## src/rtl/vga_pixel_stage.sv

```systemverilog
// vga_pixel_stage
//   Pixel-output stage behind the sprite priority mux. Generates VGA timing
//   (640x480@60 by default), publishes the current pixel coordinate to the
//   upstream drawers, and drives the VGA pins. Sync and blanking are delayed
//   so that they line up with the mux latency. Active pixels with nothing
//   drawn show the background colour.
//
// Ports
//   clk         system clock (PIX_DIV clks per pixel)
//   rst_n       asynchronous active-low reset
//   draw        pixel-covered flag from the priority mux
//   data        RRGGBB colour from the priority mux
//   x, y        current pixel column / line
//   active      visible-region flag, undelayed, for the drawers
//   hsync_n     horizontal sync, active-low, aligned with rgb
//   vsync_n     vertical sync, active-low, aligned with rgb
//   rgb         RRGGBB to the DAC
//   frame_tick  one-clk pulse when the vertical blank starts
module vga_pixel_stage #(
    parameter int          H_ACTIVE = 640,
    parameter int          H_FP     = 16,
    parameter int          H_SYNC   = 96,
    parameter int          H_BP     = 48,
    parameter int          V_ACTIVE = 480,
    parameter int          V_FP     = 10,
    parameter int          V_SYNC   = 2,
    parameter int          V_BP     = 33,
    parameter int          PIX_DIV  = 2,
    parameter int          LAT      = 1,
    parameter logic [5:0]  BG_COLOR = 6'b011011
) (
    input  logic       clk,
    input  logic       rst_n,
    input  logic       draw,
    input  logic [5:0] data,
    output logic [9:0] x,
    output logic [9:0] y,
    output logic       active,
    output logic       hsync_n,
    output logic       vsync_n,
    output logic [5:0] rgb,
    output logic       frame_tick
);

    localparam int H_TOTAL = H_ACTIVE + H_FP + H_SYNC + H_BP;
    localparam int V_TOTAL = V_ACTIVE + V_FP + V_SYNC + V_BP;
    localparam int DIV_W   = $clog2(PIX_DIV);

    localparam logic [9:0] H_LAST   = 10'(H_TOTAL - 1);
    localparam logic [9:0] V_LAST   = 10'(V_TOTAL - 1);
    localparam logic [9:0] H_VIS    = 10'(H_ACTIVE);
    localparam logic [9:0] V_VIS    = 10'(V_ACTIVE);
    localparam logic [9:0] HS_START = 10'(H_ACTIVE + H_FP);
    localparam logic [9:0] HS_END   = 10'(H_ACTIVE + H_FP + H_SYNC);
    localparam logic [9:0] VS_START = 10'(V_ACTIVE + V_FP);
    localparam logic [9:0] VS_END   = 10'(V_ACTIVE + V_FP + V_SYNC);

    localparam logic [DIV_W-1:0] DIV_LAST = DIV_W'(PIX_DIV - 1);

    logic [DIV_W-1:0] div;
    logic             pix_tick;
    logic [9:0]       x_next;
    logic [9:0]       y_next;
    logic             hs_raw;
    logic             vs_raw;
    logic             hs_dly;
    logic             vs_dly;
    logic             act_dly;

    assign pix_tick = (div == DIV_LAST);

    always_comb begin
        x_next = x + 10'd1;
        y_next = y;
        if (x == H_LAST) begin
            x_next = 10'd0;
            y_next = (y == V_LAST) ? 10'd0 : y + 10'd1;
        end
    end

    // Coordinates, active and frame_tick all move on the same pixel edge.
    always_ff @(posedge clk or negedge rst_n) begin
        if (!rst_n) begin
            div        <= '0;
            x          <= 10'd0;
            y          <= 10'd0;
            active     <= 1'b0;
            frame_tick <= 1'b0;
        end else begin
            div        <= pix_tick ? '0 : div + DIV_W'(1);
            frame_tick <= 1'b0;
            if (pix_tick) begin
                x          <= x_next;
                y          <= y_next;
                active     <= (x_next < H_VIS) && (y_next < V_VIS);
                frame_tick <= (x_next == 10'd0) && (y_next == V_VIS);
            end
        end
    end

    assign hs_raw = !((x >= HS_START) && (x < HS_END));
    assign vs_raw = !((y >= VS_START) && (y < VS_END));

    // LAT-stage delay so sync/blank match the mux's draw/data latency.
    if (LAT == 0) begin : g_no_dly
        assign hs_dly  = hs_raw;
        assign vs_dly  = vs_raw;
        assign act_dly = active;
    end else begin : g_dly
        logic [LAT-1:0] hs_sr;
        logic [LAT-1:0] vs_sr;
        logic [LAT-1:0] act_sr;

        always_ff @(posedge clk or negedge rst_n) begin
            if (!rst_n) begin
                hs_sr  <= '1;
                vs_sr  <= '1;
                act_sr <= '0;
            end else begin
                hs_sr[0]  <= hs_raw;
                vs_sr[0]  <= vs_raw;
                act_sr[0] <= active;
                for (int i = 1; i < LAT; i++) begin
                    hs_sr[i]  <= hs_sr[i-1];
                    vs_sr[i]  <= vs_sr[i-1];
                    act_sr[i] <= act_sr[i-1];
                end
            end
        end

        assign hs_dly  = hs_sr[LAT-1];
        assign vs_dly  = vs_sr[LAT-1];
        assign act_dly = act_sr[LAT-1];
    end

    // Blanking wins over anything the mux claims to draw.
    always_ff @(posedge clk or negedge rst_n) begin
        if (!rst_n) begin
            hsync_n <= 1'b1;
            vsync_n <= 1'b1;
            rgb     <= 6'b000000;
        end else begin
            hsync_n <= hs_dly;
            vsync_n <= vs_dly;
            rgb     <= act_dly ? (draw ? data : BG_COLOR) : 6'b000000;
        end
    end

endmodule

```

## config.mk

```make
export PLATFORM = sky130hd
export DESIGN_NAME = vga_pixel_stage
export DESIGN_NICKNAME = d
export VERILOG_FILES = /design/src/rtl/vga_pixel_stage.sv
export SDC_FILE = /design/constraint.sdc
export NUM_CORES = 1
export LEC_CHECK = 0
export CORE_MARGIN = 2
export CORE_UTILIZATION = 40
export CTS_BUF_LIST = sky130_fd_sc_hd__clkbuf_4
export DETAILED_ROUTE_END_ITERATION = 12
export DONT_BUFFER_PORTS = 1
export RECOVER_POWER = 25
export SYNTH_ARGS = -nofsm -noshare
export SYNTH_HDL_FRONTEND = slang
export SYNTH_SLANG_ARGS = --single-unit
```

## constraint.sdc

```tcl
create_clock -name clk -period 1.9 [get_ports clk]
set_clock_uncertainty 0.2 [all_clocks]
set_input_delay 0.19 -clock clk [delete_from_list [all_inputs] [get_ports clk]]
set_output_delay 0.19 -clock clk [all_outputs]
set_load 0.02 [all_outputs]
```

Yosys cells after proc, flatten, opt, wreduce, memory -nomap -nowiden. Cells that the tools add are included.

Bits in registers: 34. Input port bits: 9. Output and inout port bits: 30. Logic and storage cells: 37.

$add $sub $neg: 3. Magnitude comparators: 6. Equal/unequal tests: 3. Mux-type cells: 7. Reduce and logical (&&, ||, !) cells: 7.

Operators with widths (count): 2-to-1 mux 10 bit (3); adder 10 x 1 -> 10 bit, second input constant (2); equality test 10 bit, second input constant (2); < comparator 10 bit, second input constant (2); < comparator 10 x 9 -> 1 bit, second input constant (2); 2-to-1 mux 6 bit (2); equality test 10 x 9 -> 1 bit, second input constant (1); >= comparator 10 bit, second input constant (1); >= comparator 10 x 9 -> 1 bit, second input constant (1); logical NOT 10 bit (1); logical AND 1 bit (4); logical NOT 1 bit (2); 2-to-1 mux 1 bit (2); adder 1 bit, second input constant (1).

Longest topological paths before layout. Gate-level depths: netlist of the first run.

Depth after elaboration: 6. Depth in mapped cells: 8. Depth with buffers taken out: 8.

Worst setup path before layout of the first run. OpenSTA, ideal clock, no wires.

Path kind: register to register. Start: register x[1]. End: register frame_tick. Arrival: 1.959 ns. Required time: 1.632 ns. Slack: -0.327 ns. Stages on the path, launching flop included: 9. Path buffers: 1. Period minus slack after synthesis: 2.227 ns. Cell sequence: dfrtp_1 -> ha_1 -> nand3_1 -> or3_1 -> buf_6 -> o21ai_2 -> nand4_1 -> nor4_1 -> and4_1.

Cells in the longest elaborated chain, start to end: 5.

RTL lines: start: declaration (RTL line 36) `output logic [9:0] x,`; start signal: assignment (RTL line 93) `x <= x_next;`; adder 10 x 1 -> 10 bit or equality test 10 bit (tied branches) (RTL line 73, 75); 2-to-1 mux 10 bit (RTL line 75) `if (x == H_LAST) begin`; logical NOT 10 bit or equality test 10 x 9 -> 1 bit (tied branches) (RTL line 96) `frame_tick <= (x_next == 10'd0) && (y_next == V_VIS);`; logical AND 1 bit * (RTL line 96); 2-to-1 mux 1 bit * (RTL line 92) `if (pix_tick) begin`; end signal: assignment (RTL line 96); end: declaration (RTL line 42) `output logic frame_tick`.

Mark *: on every way between the ends. The rest lies on a longest branch, timed or not. A chain may end at the register's enable or synchronous reset.

Final worst setup path of the first run.
Start: register y[1]. End: register active.

Cells in the longest elaborated chain, start to end: 5.

RTL lines: start: declaration (RTL line 37) `output logic [9:0] y,`; start signal: assignment (RTL line 94) `y <= y_next;`; adder 10 x 1 -> 10 bit or equality test 10 bit (tied branches) (RTL line 77) `y_next = (y == V_LAST) ? 10'd0 : y + 10'd1;`; 2-to-1 mux 10 bit (RTL line 77); 2-to-1 mux 10 bit * (RTL line 75); < comparator 10 x 9 -> 1 bit * (RTL line 95) `active <= (x_next < H_VIS) && (y_next < V_VIS);`; logical AND 1 bit * (RTL line 95); end signal: assignment (RTL line 95); end: declaration (RTL line 38) `output logic active,`.

Marks and branches as above.

==> results of run 1 <==
## how the worst max path moves through the flow
stage          depth (start not counted)          to  slack, ns  startpoint
2_1_floorplan                          8  frame_tick      -0.23        x[5]
3_3_place_gp                           6  frame_tick      -0.21        x[6]
3_5_place_dp                           6  frame_tick      -0.21        x[6]
4_1_cts                                6  frame_tick      -0.15        y[6]
5_1_grt                                9      active      -0.26        y[0]
6_report                               9      active      -0.13        y[1]
## worst max-delay path, stage by stage, from the launching register on
cell       delay [ns]
dfrtp_1          0.43
inv_2            0.09
ha_4             0.12
nand4_1          0.11
nor4_4           0.35
buf_4            0.20
nor2_4           0.05
o21ai_2          0.14
o2111ai_1        0.11
o2bb2ai_1        0.15
## power groups by stage
| stage | registers (mW) | clock network (mW) | logic, mW |
|---|---|---|---|
| after global routing | 0.742 | 0.588 | 0.0389 |
| after global placement | 0.755 | 0 | 0.00503 |
| after floorplan | 0.754 | 0 | 0.00452 |
| after CTS | 0.741 | 0.546 | 0.0393 |
| final | 0.741 | 0.520 | 0.0339 |
| after detailed placement | 0.755 | 0 | 0.00516 |
## kinds of logic (layout without fill, tap and decap cells)
kind of cell    after synthesis  in the layout
simple gates                 83             83
compound gates               45             45
flops                        34             34
buf+inv                      23             84
xor+xnor                     13             13
fa+ha+maj                     6              6
mux                           1              1
## cell type report
cell class                      instances  share of cell area (%)
Clock inverter                          3                    1.49
Sequential cell                        34                    32.2
Clock buffer                            5                    1.40
Tap cell                               54                    2.52
Timing Repair Buffer                   65                    19.3
Inverter                               11                    1.54
Multi-Input combinational cell        148                    41.6
## per-layer routing
layer  global-route usage, %  share of wire [%]
met1                    26.7                 43
met2                    32.6                 51
met3                    3.57                3.8
met4                    7.88                1.9
met5                       0                  0
## per-stage QoR
step	TNS, ns	std cells	worst slack (ns)	utilization (%)
final	-0.274	320	-0.130	57.2
after global routing	-0.998	320	-0.259	57.2
after CTS	-0.356	316	-0.146	55.2
after detailed placement	-0.602	298	-0.212	49.7
after global placement	-0.488	298	-0.211	49.7
after floorplan	-0.502	205	-0.227	-
## cells in the final DEF, fill, tap and decap left out, types with 2 or more instances in the layout
cell,netlist,layout
a21boi_0,4,4
a21oi_1,4,2
a21oi_2,0,2
a31oi_1,4,4
and3_1,4,3
and4_1,2,2
buf_4,0,53
buf_6,2,3
clkbuf_4,0,5
clkinv_2,0,2
dfrtp_1,30,24
dfrtp_2,0,6
dfstp_2,4,4
dlygate4sd3_1,0,8
ha_1,6,3
ha_4,0,3
inv_1,11,9
inv_2,0,2
nand2_1,20,18
nand2_2,0,2
nand2b_4,0,2
nand3_1,10,8
nand4_1,8,8
nor2_1,13,9
nor2_4,0,4
nor3_1,6,5
nor4_1,3,2
o21ai_0,17,13
o21ai_1,0,3
o21ai_2,1,2
o31ai_1,5,5
or3_4,0,2
xnor2_1,7,7
xor2_1,6,6
## sequential cells by signal, indices dropped and copies added, names as in the netlist
name / flops
act_dly: 1
x: 10
y: 10
frame_tick: 1
active: 1
g_dly.vs_sr: 1
g_dly.hs_sr: 1
rgb: 6
vsync_n: 1
hsync_n: 1
div: 1
## timing repair
| item | in CTS | in global routing |
|---|---|---|
| endpoints found under the hold margin | 40 | 0 |
| resized for setup | 21 | 19 |
| hold buffers | 9 | 0 |
| pin swaps | 10 | 12 |
| endpoints found under the setup margin | 10 | 11 |
| buffers inserted | 1 | 6 |
## cell usage after synthesis (2+ instances only)
cell	number
a21boi_0	4
a21oi_1	4
a31oi_1	4
and3_1	4
and4_1	2
buf_2	5
buf_6	2
clkbuf_1	5
dfrtp_1	30
dfstp_2	4
ha_1	6
inv_1	11
nand2_1	20
nand2b_1	3
nand3_1	10
nand4_1	8
nor2_1	13
nor3_1	6
nor4_1	3
o21ai_0	17
o31ai_1	5
or3_1	3
xnor2_1	7
xor2_1	6
==> flow_summary.toml, run 1 <==
[min_path]
hold_end = "vsync_n"
hold_depth = 0
min_from = "g_dly.vs_sr"
hold_path_class = "reg -> reg"

[worst_setup_path]
worst_setup_path_end_kind = "flop"
crit_type = "reg -> reg"
worst_r2r_startpoint = "y[1]"
r2r-end = "active"
crit_fanout = 5
start_kind = "flop"
worst-r2r-setup-slack_ns = -0.13
required_ns = 1.97
r2r_cells = 9
arrival_ns = 2.10

[floorplan]
coreArea_um2 = 4690
die_w_um = 73.4
io_pins = 39
die_y_um = 73.4
die_area_um2 = 5390
start_util_pct = 41.1
rows = 25

[clocking]
cts_tree = "yes"
cts_sinks = 34
clock-root-buffer = "clkbuf_4"
cts_buffers = 5
ctsHtreeMaxLevel = 2
cts_buffer_depth = 2
clk_latency_ns = 0.34
path_clk_slew_ns = 0.10

[route]
first_pass_iters = 4
drt_iter0_drc = 129
post_drt_wl_per_cell_um = 16.0
viasPerCell = 5.59
drcViolationCount = 0
wirelength_um = 5130
postRouteAntennaNets = 0
dr_total_vias = 1789

[cells_and_area]
area.growth.synth_to_final_pct = 39.3
area.sequential_um2 = 863
multi_input_area_um2 = 1120
final_area_um2 = 2680
diodes = 0
drive_above_1_share_pct = 39.8
final_net_count = 280
filler_cell_count = 412

[synthesis]
netlist_instances = 205
synth_edf_count = 0
async_reset_ff_share_pct = 100
synth_mux_area_share_pct = 0.519
synth_compound_area_share_pct = 15.1
synth_area_leader_cell = "dfrtp_1"
synth.yosys.warnings = 0
yosysTopAreaCellShare_pct = 39.0
syn-num-nets = 220
synth_flop_cell = "dfrtp_1"
synth_xor_area_share_pct = 5.91
yosys.area_share.simple_pct = 24.6
ys_types = 47
synth_top_family_by_area = "simple AND/OR/NAND/NOR gates"
syn_avg_cell_area_um2 = 9.40
synth_fa_ha_area_share_pct = 3.90
syn-cell-area_um2 = 1930
synthTopCellsByArea = "dfrtp_1, dfstp_2, o21ai_0"
synth-seq-cells = 34
yosysSeqAreaShare_pct = 44.4

[global_route]
grt_use_total_pct = 20.2
antenna_found_initial = 0
overflow = 0
grt_pass1_vias = 1630
grt_pass1_wl_um = 8240
grt_max_degree = 35

[power_and_ir_drop]
p_switching_mw = 0.278
power_mw = 1.30
p_leak_nw = 1.15
p_seq_share_pct = 57.2
clockPowerShare_pct = 40.2
ir_worst_vdd_uv = 245
power_density_nw_per_um2 = 483
p_int_mw = 1.02
netSwitchingFraction_pct = 21.5
combPwrFrac_pct = 2.6

[job]
drv_cap = 0

[sta]
drv_slew = 0
timing.fmax_mhz = 493
period_needed_ns = 2.03
hold_slack_ns = 0.164
slew_headroom_pct = 43.1
final.setup.worst_slack_ns = -0.130
rsz0062_at_grt = "true"
hold_viol = 0
layout_worst_path_cycle_share_pct = 107
setup_viol = 4
tightest_slew_ns = 0.854

[placement]
place_area_um2 = 2330
hpwl_um = 3520
portBuffers = 0
gp_congestion = 0.929

[outcome]
violations = "setup timing"
status = "complete, but fails checks"
No activity file was read; power rests on OpenSTA's default activity.
==> run 2, diff against run 1 <==
--- a/config.mk
+++ b/config.mk
@@ -10,6 +10,7 @@
 export CTS_BUF_LIST = sky130_fd_sc_hd__clkbuf_4
 export DETAILED_ROUTE_END_ITERATION = 12
 export DONT_BUFFER_PORTS = 1
+export GPL_TIMING_DRIVEN = 0
 export RECOVER_POWER = 25
 export SYNTH_ARGS = -nofsm -noshare
 export SYNTH_HDL_FRONTEND = slang
==> run 2 against run 1 <==
  * The flow still finishes with violations (setup timing)
  * Routed wire length fell by 8.3%
  * Global-route usage fell by 2.4 points
  * Utilization fell by 4.5 points
  * Sequential cell count did not move
  * Setup slack got worse by 0.26 ns
  * Die area did not move
  * Critical path depth fell by 2
  * Fmax fell by 12%
  * Worst hold slack got worse by 0.00065 ns
  * Cell count fell by 7.8%
  * Clock power fell by 26%
  * Critical path type unchanged
  * Critical endpoint is now frame_tick
  * Largest power group unchanged
  * Highest routed layer unchanged
==> flow_summary.toml, run 2 (same netlist as run 1, synthesis figures left out) <==
[placement]
gp_congestion = 0.898
place_inst = 259
portBuffers = 0
pre_cts_slack_ns = -0.516
hpwl_um = 2940

[floorplan]
io_pins = 39
coreArea_um2 = 4690
die_area_um2 = 5390
die_y_um = 73.4
rows = 25
start_util_pct = 41.1
die_w_um = 73.4

[cells_and_area]
multi_input_area_um2 = 1090
mostFrequentLayoutCells = "nand2_1, dfrtp_2, buf_4, dfrtp_1, inv_1"
final_net_count = 255
area.growth.synth_to_final_pct = 28.3
filler_cell_count = 431
drive_above_1_share_pct = 33.6
diodes = 0
top_regs = "x x10, y x10, rgb x6"
mostFrequentLayoutCell = "nand2_1"
stdcell_count = 295
area.sequential_um2 = 876

[min_path]
hold_path_class = "reg -> reg"
min_from = "g_dly.hs_sr"
hold_depth = 0
hold_end = "hsync_n"

[route]
drcViolationCount = 0
dr_total_vias = 1667
wirelength_um = 4710
first_pass_iters = 4
drt_iter0_drc = 167
viasPerCell = 5.65
postRouteAntennaNets = 0
post_drt_wl_per_cell_um = 16.0

[worst_setup_path]
worst_r2r_startpoint = "x[6]"
required_ns = 1.98
worst_setup_path_end_kind = "flop"
start_kind = "flop"
arrival_ns = 2.37
crit_type = "reg -> reg"
r2r_cells = 7
r2r-end = "frame_tick"
crit_fanout = 8
worst-r2r-setup-slack_ns = -0.39

[global_route]
overflow = 0
antenna_found_initial = 0
grt_pass1_vias = 1512
grt_pass1_wl_um = 7330
grt_use_total_pct = 17.8
grt_max_degree = 35

[clocking]
ctsHtreeMaxLevel = 2
cts_sinks = 34
path_clk_slew_ns = 0.11
clock-root-buffer = "clkbuf_4"
cts_buffer_depth = 2
cts_buffers = 5
cts_tree = "yes"
clk_latency_ns = 0.34

[sta]
tightest_slew_ns = 0.811
slew_headroom_pct = 45.9
setup_viol = 15
rsz0062_at_grt = "true"
layout_worst_path_cycle_share_pct = 121
drv_slew = 0
hold_viol = 0
timing.fmax_mhz = 436
final.setup.worst_slack_ns = -0.394
period_needed_ns = 2.29

[outcome]
violations = "setup timing"
status = "complete, but fails checks"

[power_and_ir_drop]
p_leak_nw = 1.02
power_density_nw_per_um2 = 468
ir_worst_vdd_uv = 226

[job]
drv_cap = 0
## run 2: critical path, stage by stage (launching register included)
cell	delay (ns)
dfrtp_2	0.53
nand4bb_4	0.28
or3_4	0.41
buf_6	0.14
nor2_4	0.07
xor2_1	0.18
o211a_1	0.20
and4_1	0.21
## run 2: area by class of cell
| class | count | share of cell area, % |
|---|---|---|
| Multi-Input combinational cell | 148 | 44.2 |
| Sequential cell | 34 | 35.4 |
| Timing Repair Buffer | 28 | 10.2 |
| Buffer | 12 | 3.59 |
| Tap cell | 54 | 2.73 |
| Inverter | 11 | 1.67 |
| Clock buffer | 5 | 1.52 |
| Clock inverter | 3 | 0.658 |
## run 2: stage by stage
stage	power, mW	util (%)	hold slack (ns)	instance area, um^2	setup TNS (ns)
2_1_floorplan	0.759	-	-0.306	1960	-0.502
3_3_place_gp	0.760	43.1	-0.305	2020	-4.08
3_5_place_dp	0.760	43.1	-0.305	2020	-4.11
4_1_cts	1.19	48.6	0.0958	2280	-3.40
5_1_grt	1.23	52.7	0.172	2470	-4.45
6_report	1.16	52.7	0.163	2470	-3.10
## run 2: worst max path at each step
stage,start,to,slack (ns),cells past startpoint
floorplan,x[5],frame_tick,-0.23,8
global placement,y[1],frame_tick,-0.55,8
detailed placement,y[1],frame_tick,-0.52,8
CTS,x[5],frame_tick,-0.35,8
global route,x[5],frame_tick,-0.48,8
finish,x[6],frame_tick,-0.39,7
## run 2: repair_timing
action,CTS,global route
gates resized for setup,19,40
hold buffers,9,0
setup buffers,6,13
endpoints found under the hold margin,40,0
pin swaps,6,10
setup endpoints to repair,15,17
## run 2: where the power goes
part	total, mW	switching [mW]	leakage, nW	internal (mW)
Combinational	0.0331	0.0188	0.600	0.0143
Clock	0.384	0.247	0.0286	0.138
Sequential	0.741	0.0107	0.395	0.730
## run 2: layer usage
| layer | vias up | share of wire (%) | GRT usage (%) |
|---|---|---|---|
| li1 | 802 | - | - |
| met1 | 783 | 41 | 23.7 |
| met2 | 73 | 49 | 27.6 |
| met3 | 9 | 7.9 | 5.49 |
| met4 | 0 | 2.1 | 5.66 |
| met5 | - | 0 | 0 |
==> run 3, diff against run 2 <==
--- a/config.mk
+++ b/config.mk
@@ -10,7 +10,6 @@
 export CTS_BUF_LIST = sky130_fd_sc_hd__clkbuf_4
 export DETAILED_ROUTE_END_ITERATION = 12
 export DONT_BUFFER_PORTS = 1
-export GPL_TIMING_DRIVEN = 0
 export RECOVER_POWER = 25
 export SYNTH_ARGS = -nofsm -noshare
 export SYNTH_HDL_FRONTEND = slang
==> results of run 3 <==
Same layout as run 1: the final DEF is identical, and so are final timing and power.
